## src/rtl/packet_receiver.sv

```systemverilog
// packet_receiver: HDMI sink-side data-island packet reassembler.
// Collects TERC4-decoded nibbles over 32 pixel clocks and rebuilds a 24-bit
// header plus four 56-bit subpackets. Each packet is presented with a single
// cycle packet_valid strobe. Broken framing is reported on framing_error.
// Build option: define PACKET_RX_ECC_EN to include the BCH ECC checkers.
// Without it the ECC bytes are received and ignored, and the ok flags read as
// all-good for every presented packet.
module packet_receiver (
    input  logic        clk_pixel,
    input  logic        reset,
    input  logic        data_island,
    input  logic [3:0]  terc4_ch0,
    input  logic [3:0]  terc4_ch1,
    input  logic [3:0]  terc4_ch2,
    output logic        packet_valid,
    output logic [23:0] header,
    output logic [55:0] sub0,
    output logic [55:0] sub1,
    output logic [55:0] sub2,
    output logic [55:0] sub3,
    output logic        header_ecc_ok,
    output logic [3:0]  sub_ecc_ok,
    output logic        framing_error,
    output logic        hsync,
    output logic        vsync
);

    typedef enum logic {
        IDLE = 1'b0,
        RECV = 1'b1
    } state_t;

    state_t      state_q;
    state_t      state_d;

    // cnt_q is the packet cycle index expected on the current clock
    logic [4:0]  cnt_q;
    logic [4:0]  cnt_d;

    // Remembers that this island already produced its idle framing error
    logic        island_err_q;
    logic        island_err_d;

    // Capture controls derived by the FSM for the current cycle
    logic        rx_en;
    logic [4:0]  rx_idx;
    logic        rx_last;
    logic        ferr_d;

    // Packet assembly storage, written bit by bit at the packet cycle index
    logic [23:0] hdr_sr;
    logic [55:0] sub_sr [4];

    // Next-state logic: decides whether this cycle captures a packet bit,
    // restarts a packet, or aborts with a framing error.
    always_comb begin
        state_d      = state_q;
        cnt_d        = cnt_q;
        island_err_d = island_err_q;
        rx_en        = 1'b0;
        rx_idx       = 5'd0;
        ferr_d       = 1'b0;
        rx_last      = 1'b0;

        case (state_q)
            IDLE: begin
                cnt_d = 5'd0;
                if (!data_island) begin
                    island_err_d = 1'b0;
                end else if (!terc4_ch0[3]) begin
                    state_d = RECV;
                    rx_en   = 1'b1;
                    rx_idx  = 5'd0;
                    cnt_d   = 5'd1;
                end else if (!island_err_q) begin
                    ferr_d       = 1'b1;
                    island_err_d = 1'b1;
                end
            end
            RECV: begin
                if (!data_island) begin
                    state_d      = IDLE;
                    cnt_d        = 5'd0;
                    island_err_d = 1'b0;
                    ferr_d       = (cnt_q != 5'd0);
                end else if (!terc4_ch0[3] && (cnt_q != 5'd0)) begin
                    ferr_d = 1'b1;
                    rx_en  = 1'b1;
                    rx_idx = 5'd0;
                    cnt_d  = 5'd1;
                end else if (terc4_ch0[3] && (cnt_q == 5'd0)) begin
                    ferr_d       = 1'b1;
                    island_err_d = 1'b1;
                    state_d      = IDLE;
                end else begin
                    rx_en  = 1'b1;
                    rx_idx = cnt_q;
                    cnt_d  = cnt_q + 5'd1;
                end
            end
            default: begin
                state_d = IDLE;
                cnt_d   = 5'd0;
            end
        endcase

        rx_last = rx_en && (rx_idx == 5'd31);
    end

    // State register for the receive FSM and its cycle counter
    always_ff @(posedge clk_pixel) begin
        if (reset) begin
            state_q      <= IDLE;
            cnt_q        <= 5'd0;
            island_err_q <= 1'b0;
        end else begin
            state_q      <= state_d;
            cnt_q        <= cnt_d;
            island_err_q <= island_err_d;
        end
    end

    // Packet assembly, output latching, strobes and sync passthrough
    always_ff @(posedge clk_pixel) begin
        if (reset) begin
            packet_valid  <= 1'b0;
            framing_error <= 1'b0;
            header        <= 24'd0;
            sub0          <= 56'd0;
            sub1          <= 56'd0;
            sub2          <= 56'd0;
            sub3          <= 56'd0;
            hsync         <= 1'b0;
            vsync         <= 1'b0;
            hdr_sr        <= 24'd0;
            for (int k = 0; k < 4; k++) begin
                sub_sr[k] <= 56'd0;
            end
        end else begin
            packet_valid  <= rx_last;
            framing_error <= ferr_d;

            if (data_island) begin
                hsync <= terc4_ch0[0];
                vsync <= terc4_ch0[1];
            end

            if (rx_en) begin
                if (rx_idx < 5'd24) begin
                    hdr_sr[rx_idx] <= terc4_ch0[2];
                end
                if (rx_idx < 5'd28) begin
                    for (int k = 0; k < 4; k++) begin
                        sub_sr[k][{rx_idx, 1'b0}] <= terc4_ch1[k];
                        sub_sr[k][{rx_idx, 1'b1}] <= terc4_ch2[k];
                    end
                end
            end

            if (rx_last) begin
                header <= hdr_sr;
                sub0   <= sub_sr[0];
                sub1   <= sub_sr[1];
                sub2   <= sub_sr[2];
                sub3   <= sub_sr[3];
            end
        end
    end

`ifdef PACKET_RX_ECC_EN

    // One BCH step: shift one data bit into the 8-bit remainder
    function automatic logic [7:0] bch_step(input logic [7:0] e, input logic b);
        bch_step = {1'b0, e[7:1]} ^ ((e[0] ^ b) ? 8'h83 : 8'h00);
    endfunction

    logic [7:0] hdr_ecc_q;
    logic [7:0] sub_ecc_q [4];
    logic [6:0] hdr_ecc_rx;
    logic [5:0] sub_ecc_rx [4];

    // BCH remainders over the data bits, received ECC capture and comparison
    always_ff @(posedge clk_pixel) begin
        if (reset) begin
            hdr_ecc_q     <= 8'd0;
            hdr_ecc_rx    <= 7'd0;
            header_ecc_ok <= 1'b0;
            sub_ecc_ok    <= 4'd0;
            for (int k = 0; k < 4; k++) begin
                sub_ecc_q[k]  <= 8'd0;
                sub_ecc_rx[k] <= 6'd0;
            end
        end else if (rx_en) begin
            if (rx_idx < 5'd24) begin
                hdr_ecc_q <= bch_step((rx_idx == 5'd0) ? 8'h00 : hdr_ecc_q, terc4_ch0[2]);
            end else if (!rx_last) begin
                hdr_ecc_rx[rx_idx[2:0]] <= terc4_ch0[2];
            end

            for (int k = 0; k < 4; k++) begin
                if (rx_idx < 5'd28) begin
                    sub_ecc_q[k] <= bch_step(bch_step((rx_idx == 5'd0) ? 8'h00 : sub_ecc_q[k],
                                                      terc4_ch1[k]),
                                             terc4_ch2[k]);
                end else if (!rx_last) begin
                    sub_ecc_rx[k][{rx_idx[1:0], 1'b0}] <= terc4_ch1[k];
                    sub_ecc_rx[k][{rx_idx[1:0], 1'b1}] <= terc4_ch2[k];
                end
            end

            if (rx_last) begin
                header_ecc_ok <= (hdr_ecc_q == {terc4_ch0[2], hdr_ecc_rx});
                for (int k = 0; k < 4; k++) begin
                    sub_ecc_ok[k] <= (sub_ecc_q[k] == {terc4_ch2[k], terc4_ch1[k], sub_ecc_rx[k]});
                end
            end
        end
    end

`else

    // Without checkers every presented packet is flagged as ECC-good
    always_ff @(posedge clk_pixel) begin
        if (reset) begin
            header_ecc_ok <= 1'b0;
            sub_ecc_ok    <= 4'd0;
        end else if (rx_last) begin
            header_ecc_ok <= 1'b1;
            sub_ecc_ok    <= 4'hF;
        end
    end

`endif

endmodule
```

## config.mk

```make
export PLATFORM = sky130hd
export DESIGN_NAME = packet_receiver
export DESIGN_NICKNAME = d
export VERILOG_FILES = /design/src/rtl/packet_receiver.sv
export SDC_FILE = /design/constraint.sdc
export NUM_CORES = 1
export LEC_CHECK = 0
export ABC_CLOCK_PERIOD_IN_PS = 4220
export CAP_MARGIN = 20
export CORE_MARGIN = 4
export CORE_UTILIZATION = 30
export DETAILED_ROUTE_END_ITERATION = 12
export HOLD_SLACK_MARGIN = 0.06
export REMOVE_ABC_BUFFERS = 1
export SETUP_SLACK_MARGIN = 0.5
export SLEW_MARGIN = 20
export SYNTH_ARGS = -nofsm -noshare
export SYNTH_HDL_FRONTEND = slang
export SYNTH_SLANG_ARGS = --single-unit
```

## constraint.sdc

```tcl
create_clock -name clk_pixel -period 4.22 [get_ports clk_pixel]
set_input_delay 0.633 -clock clk_pixel [delete_from_list [all_inputs] [get_ports clk_pixel]]
set_output_delay 0.633 -clock clk_pixel [all_outputs]
set_load 0.005 [all_outputs]
```

# [After elaboration in Yosys (flattened, before gate mapping)]
# Memories as Yosys holds them, arrays and structs flattened. A register that Yosys moved wholly into a read port is not among the register bits.
# Index checks and enable logic that the tools add are counted.
[classes] add_sub_neg=1 order_cmp=8 n_eq_ne=5 n_mux=267 bitwise_logic=225 n_reduce_logical=11
[op_table] cell="$mux W1" n=250
[op_table] cell="$or A1 B1 Y1" n=224
[op_table] cell="$mux W28" n=2
[op_table] cell="$mux W5" n=6
[op_table] cell="$bwmux W24" n=1
[op_table] cell="$pmux W5 S2" n=2
[op_table] cell="$demux W1 S5" n=3
[op_table] cell="$lt A6 B7 Y1 const B" n=2
[op_table] cell="$ge A6 B1 Y1 const B" n=2
[op_table] cell="$lt A5 B5 Y1 const B" n=2
[op_table] cell="$logic_and A1 B1 Y1" n=6
[op_table] cell="$lt A5 B6 Y1 const B" n=1
[op_table] cell="$ne A3 B3 Y1 const B" n=2
[op_table] cell="$pmux W1 S2" n=3
[op_table] cell="$add A5 B1 Y5 const B" n=1
[op_table] cell="$eq A5 B5 Y1 const B" n=1
[op_table] cell="$ge A5 B1 Y1 const B" n=1
[op_table] cell="$logic_not A5 Y1" n=1
[op_table] cell="$reduce_bool A5 Y1" n=1
[op_table] cell="$ne A4 B4 Y1 const B" n=1
[op_table] cell="$ne A3 B2 Y1 const B" n=1
[op_table] cell="$reduce_and A3 Y1" n=1
[op_table] cell="$reduce_and A2 Y1" n=1
[op_table] cell="$logic_not A1 Y1" n=1
[op_table] cell="$not A1 Y1" n=1
[totals] ff_bits=61 mem_bits_rw=224 inputBits=15 out_inout_bits=257 memories=1
[memory_table] name="sub_sr" depth=4 width=56 read_ports=4 rd_clocked_by_memory_dff=4 wr=4 line_no="52" text="logic [55:0] sub_sr [4];"

# [Logic depth before layout (Yosys ltp)]
[logic_depth] word_depth=12 ltp_mapped=12 depth_no_buf=9

# [Least setup slack after synthesis]
# Ideal clock, no wire load.
[synth_path] path_type="flip-flop to flip-flop" startpoint="reg cnt_q[1]" endpoint="mem sub_sr[0][28] (enable)" setup_ns=0.329 arrival_ns=2.595 slack_ns=1.296 path_stages_with_launch=11 path_cell_list="dfxtp_1 -> inv_1 -> ha_1 -> nor4b_1 -> inv_1 -> ha_1 -> and4bb_2 -> buf_4 -> nand2_2 -> nor4_4 -> or2_1"
[synth_lines] element="start, declared" line_no="37" text="logic [4:0] cnt_q;"
[synth_lines] element="start signal, assigned" line_no="118" text="cnt_q <= cnt_d;"
[synth_lines] element="end, declared" line_no="52"

# [Final worst setup path]
[layout_path] startpoint="reg cnt_q[1]" endpoint="reg sub1[34], read port of sub_sr"
[layout_via] elab_chain_cells=8 word_cells_on_any_way=14
[layout_rtl] element="$logic_not A5 Y1" line_no="91" text="end else if (terc4_ch0[3] && (cnt_q == 5'd0)) begin"
[layout_rtl] element="$logic_and A1 B1 Y1" line_no="91"
[layout_rtl] element="$mux W5" line_no="91"
[layout_rtl] element="$mux W5" line_no="86" text="end else if (!terc4_ch0[3] && (cnt_q != 5'd0)) begin"
[layout_rtl] element="$mux W5" line_no="81" text="if (!data_island) begin"
[layout_rtl] element="$pmux W5 S2" line_no="65" text="case (state_q)"
[layout_rtl] element="$eq A5 B5 Y1" line_no="107" text="rx_last = rx_en && (rx_idx == 5'd31);"
[layout_rtl] element="$logic_and A1 B1 Y1 *" line_no="107"
[layout_rtl] element="end, declared" line_no="18" text="output logic [55:0] sub1,"
# Mark *: on every way between the ends. The rest lies on a longest branch, timed or not.
# A chain may end at the register's enable or synchronous reset.

==> impl_results.rst <==
.. list-table::
   :header-rows: 1

   * - Metric
     - Value
   * - Run status
     - finished, final reports clean
   * - Clock Root Buffer
     - sky130_fd_sc_hd__clkbuf_16
   * - Fraction of layout instances using a drive strength above 1
     - under 10%
   * - Detailed placement HPWL
     - 34.54 mm
   * - Clock transition at the registers of the reported paths
     - ~0.060 ns
   * - Sequence of cells on the critical path
     - inv_1 > ha_1 > nor4b_2 > inv_1 > ha_1 > and4bb_2 > nand2_1 > nor3_4 > buf_12 > buf_4 > mux2i_1
   * - Total power draw
     - 10.56 mW
   * - Number of endpoints with negative hold slack in the final report
     - 0
   * - Clock Path Buffers
     - 3
   * - # setup viols final
     - 0
   * - Slew at the pin with the worst max-slew slack
     - a little over 1 ns
   * - Fraction of the mapped netlist area in compound gates
     - less than 1%
   * - Ys async rst share
     - 0%
   * - Maximum frequency from static timing analysis
     - slightly below 300 MHz
   * - Die Footprint
     - about 76000 um2
   * - Average wire per standard cell
     - roughly 18 um
   * - CTS H-tree lvls
     - 2
   * - Launch point of the worst hold path
     - reset
   * - Placed instance count
     - between 2000 and 3000
   * - Minimum period implied by the final worst setup slack
     - between 3 and 4 ns
   * - Final critical-path setup slack
     - just under 0.8 ns
   * - Clock buffer count from CTS
     - 57
   * - Routability Congestion
     - 0.7757
   * - Most frequent cells in the layout
     - sky130_fd_sc_hd__nand2b_1, sky130_fd_sc_hd__dfxtp_1, sky130_fd_sc_hd__mux2i_1
   * - Number of global-route vias before repair
     - 13988
   * - RSZ-0062 raised after global routing
     - no
   * - ANT nets after route
     - 0
   * - Simple-gate area share of the yosys netlist
     - about 25%
   * - Combinational family with the most area after synthesis
     - simple AND/OR/NAND/NOR gates
   * - Max-slew violation count
     - 0
   * - Insertion delay of the later-clocked pin in the worst-skew pair
     - roughly 0.60 ns
   * - Flop and latch count out of synthesis
     - 508
   * - # rows
     - 97
   * - Number of flops mapped to enable cells by yosys
     - around 220
   * - Class of the tightest hold or removal check
     - in2reg
   * - Initial DRC Count
     - slightly below 800
   * - Peak supply drop
     - 266.1 uV
   * - Nets@finish
     - between 2000 and 2500
   * - Cell Area, Synth
     - between 20000 and 25000 um2
   * - Setup crit start kind
     - flop
   * - Die Span Y
     - 275.5 um
   * - Horizontal extent of the die
     - ~280 um
   * - GRT Util Overall
     - roughly 14%
   * - Most used flip-flop cell after synthesis
     - sky130_fd_sc_hd__dfxtp_1
   * - Count of boundary I/O pins
     - 272
   * - Starting density of the core
     - slightly above 30%
   * - Sequential-to-total area share from yosys stat
     - ~58%
   * - Post-DR vias/cell
     - ~4.4
   * - Final worst path period share
     - 81.79%
   * - WL final
     - between 50 and 60 mm
   * - Place WS
     - ~0.35 ns
   * - Leading cell type in the layout, fill and taps excluded
     - sky130_fd_sc_hd__nand2b_1
   * - First-pass GRT wire length
     - about 84 mm
   * - Initial antenna violation count
     - 4
   * - Arr. time, crit path
     - 3.96 ns
   * - Post-route DRC
     - 0
   * - Worst clock skew
     - 0.01757 ns
   * - Crit path kind
     - reg2reg
   * - Critical Path RT
     - about 4.7 ns
   * - Yosys top cell by area
     - sky130_fd_sc_hd__edfxtp_1
   * - Cells after synthesis
     - ~1800
   * - Post-synthesis to final-layout area growth
     - 25.38%
   * - Post-synthesis average cell area
     - roughly 12 um2
   * - Largest net degree at the start of global routing
     - 265
   * - Non-Filler Instances
     - approximately 3000
   * - Master of the slowest instance on the critical path
     - sky130_fd_sc_hd__dfxtp_1
   * - Total clock sinks
     - between 500 and 600
   * - Vias after detailed routing
     - around 13000
   * - Number of max-cap violations
     - 0
   * - Area of all sequential standard cells
     - roughly 12000 um2
   * - Total core area
     - 70510 um2
   * - Delay of the slowest critical-path stage
     - ~0.40 ns
   * - Fraction of the mapped netlist area in adder cells
     - less than 1%
   * - Post-synthesis mux area share
     - about an eighth
   * - Multi-input gate area
     - around 8400 um2
   * - Crit. End Element
     - flop
   * - Yosys Warn Count
     - 0
   * - Setup Total Neg Slack
     - 0 ns
   * - Critical path fanouts, max
     - 30
   * - Total of fill cells in the finished design
     - 6737
   * - Slew headroom
     - 31.91%
   * - Power per cell area
     - slightly below 400 nW/um2
   * - CTS tree
     - yes
   * - First-pass DRT Iterations
     - 5
   * - Startpoint of the most critical setup path
     - cnt_q[1]$_SDFFE_PP0P_
   * - IO Port Bufs
     - 271
   * - Share of the synthesized netlist area taken by xor and xnor gates
     - 0%
   * - Leading post-synthesis cells by cell area
     - sky130_fd_sc_hd__edfxtp_1, sky130_fd_sc_hd__dfxtp_1, sky130_fd_sc_hd__nand2b_1
   * - Setup slack of the worst register-to-register path
     - 0.77 ns
   * - Startpoint of the worst register-to-register path
     - cnt_q[1]$_SDFFE_PP0P_
   * - Leakage power total
     - approximately 9 nW
   * - Remaining global-route overflow
     - 0
   * - Number of different library cells in the post-synthesis netlist
     - 46
   * - Synth top area share
     - 31.33%
power breakdown:
part | switching [mW] | internal, mW | leakage (nW)
sequential | 0.0346 | 5.22 | 4.50
clock | 2.03 | 2.93 | 0.923
combinational | 0.217 | 0.130 | 3.60
synth_stat cells, types with 2 or more instances:
cell type and number:
sky130_fd_sc_hd__dfxtp_1 284, sky130_fd_sc_hd__buf_6 23, sky130_fd_sc_hd__or3_1 5, sky130_fd_sc_hd__nor2b_1 4, sky130_fd_sc_hd__nand4_1 3, sky130_fd_sc_hd__clkbuf_1 78, sky130_fd_sc_hd__buf_4 8, sky130_fd_sc_hd__and2_1 225
sky130_fd_sc_hd__nand2b_1 501, sky130_fd_sc_hd__or4_1 2, sky130_fd_sc_hd__and4_1 2, sky130_fd_sc_hd__nor3_4 2, sky130_fd_sc_hd__nor3_2 14, sky130_fd_sc_hd__nor4_4 3, sky130_fd_sc_hd__mux2i_1 271, sky130_fd_sc_hd__a21oi_1 11
sky130_fd_sc_hd__nand3_1 9, sky130_fd_sc_hd__inv_1 8, sky130_fd_sc_hd__o21ai_0 8, sky130_fd_sc_hd__nor3_1 8, sky130_fd_sc_hd__edfxtp_1 224, sky130_fd_sc_hd__nand2_1 14, sky130_fd_sc_hd__or2_2 28, sky130_fd_sc_hd__buf_2 11
sky130_fd_sc_hd__ha_1 4, sky130_fd_sc_hd__nor2_1 26, sky130_fd_sc_hd__and4bb_2 2
routing by layer:
metal	track usage, %	up-vias	share of wire, %
li1	-	6482	-
met1	18.38	6494	44
met2	24.26	277	48
met3	3.182	77	5.5
met4	3.814	0	2.4
met5	0	-	0
flip-flops by register name, indices dropped and copies added (netlist names):
signal         flops
hdr_sr            24
packet_valid       1
sub0              56
sub_sr           224
vsync              1
cnt_q              5
sub1              56
hsync              1
framing_error      1
sub3              56
sub2              56
state_q            1
header_ecc_ok      1
island_err_q       1
header            24
cell families after synthesis:
family                   count (synthesis)
multiplexers                           271
AO/OA/AOI/OAI                           25
flip-flops                             508
buffers and inverters                  129
adder cells (fa/ha/maj)                  4
AND/OR/NAND/NOR                        860
final cells by class:
type	instances	area share, %
antenna	4	0.03718
clock buffer	87	6.247
clock inverter	20	0.7204
inverter	8	0.1115
multi-input combinational	1160	31.11
sequential	508	46.11
tap	940	4.369
timing repair buffer	306	11.29
worst max-delay path, delay by kind of cell (launching register included):
kind	cells	cell delay [ns]
AND/OR/NAND/NOR	4	1.33
buffers and inverters	4	0.94
adder cells (fa/ha/maj)	2	0.44
flip-flops	1	0.40
multiplexers	1	0.25
path summary, 6_finish.rpt:
check / endpoint / cells after the start
max: sub1[34]$_SDFFE_PP0P_ / 11
min: cnt_q[2]$_SDFFE_PP0P_ / 2
max reg2reg: sub1[34]$_SDFFE_PP0P_ / 11
min reg2reg: sub2[55]$_SDFFE_PP0P_ / 2
metrics by stage:
step / instance area [um2] / util, % / hold WS (ns)
3_3_place_gp: 25020 / 35.48 / 0.4592
2_1_floorplan: 20800 / - / 0.4382
3_5_place_dp: 25020 / 35.48 / 0.4603
4_1_cts: 26900 / 38.14 / 0.3261
6_report: 26920 / 38.18 / 0.3638
5_1_grt: 26910 / 38.16 / 0.3487
what timing repair did:
action / CTS / global route
hold buffers: 0 / 0
endpoints found under the setup margin: 0 / 321
buffers inserted: 0 / 0
gates resized for setup: 0 / 2
(Power assumes the default switching activity.)
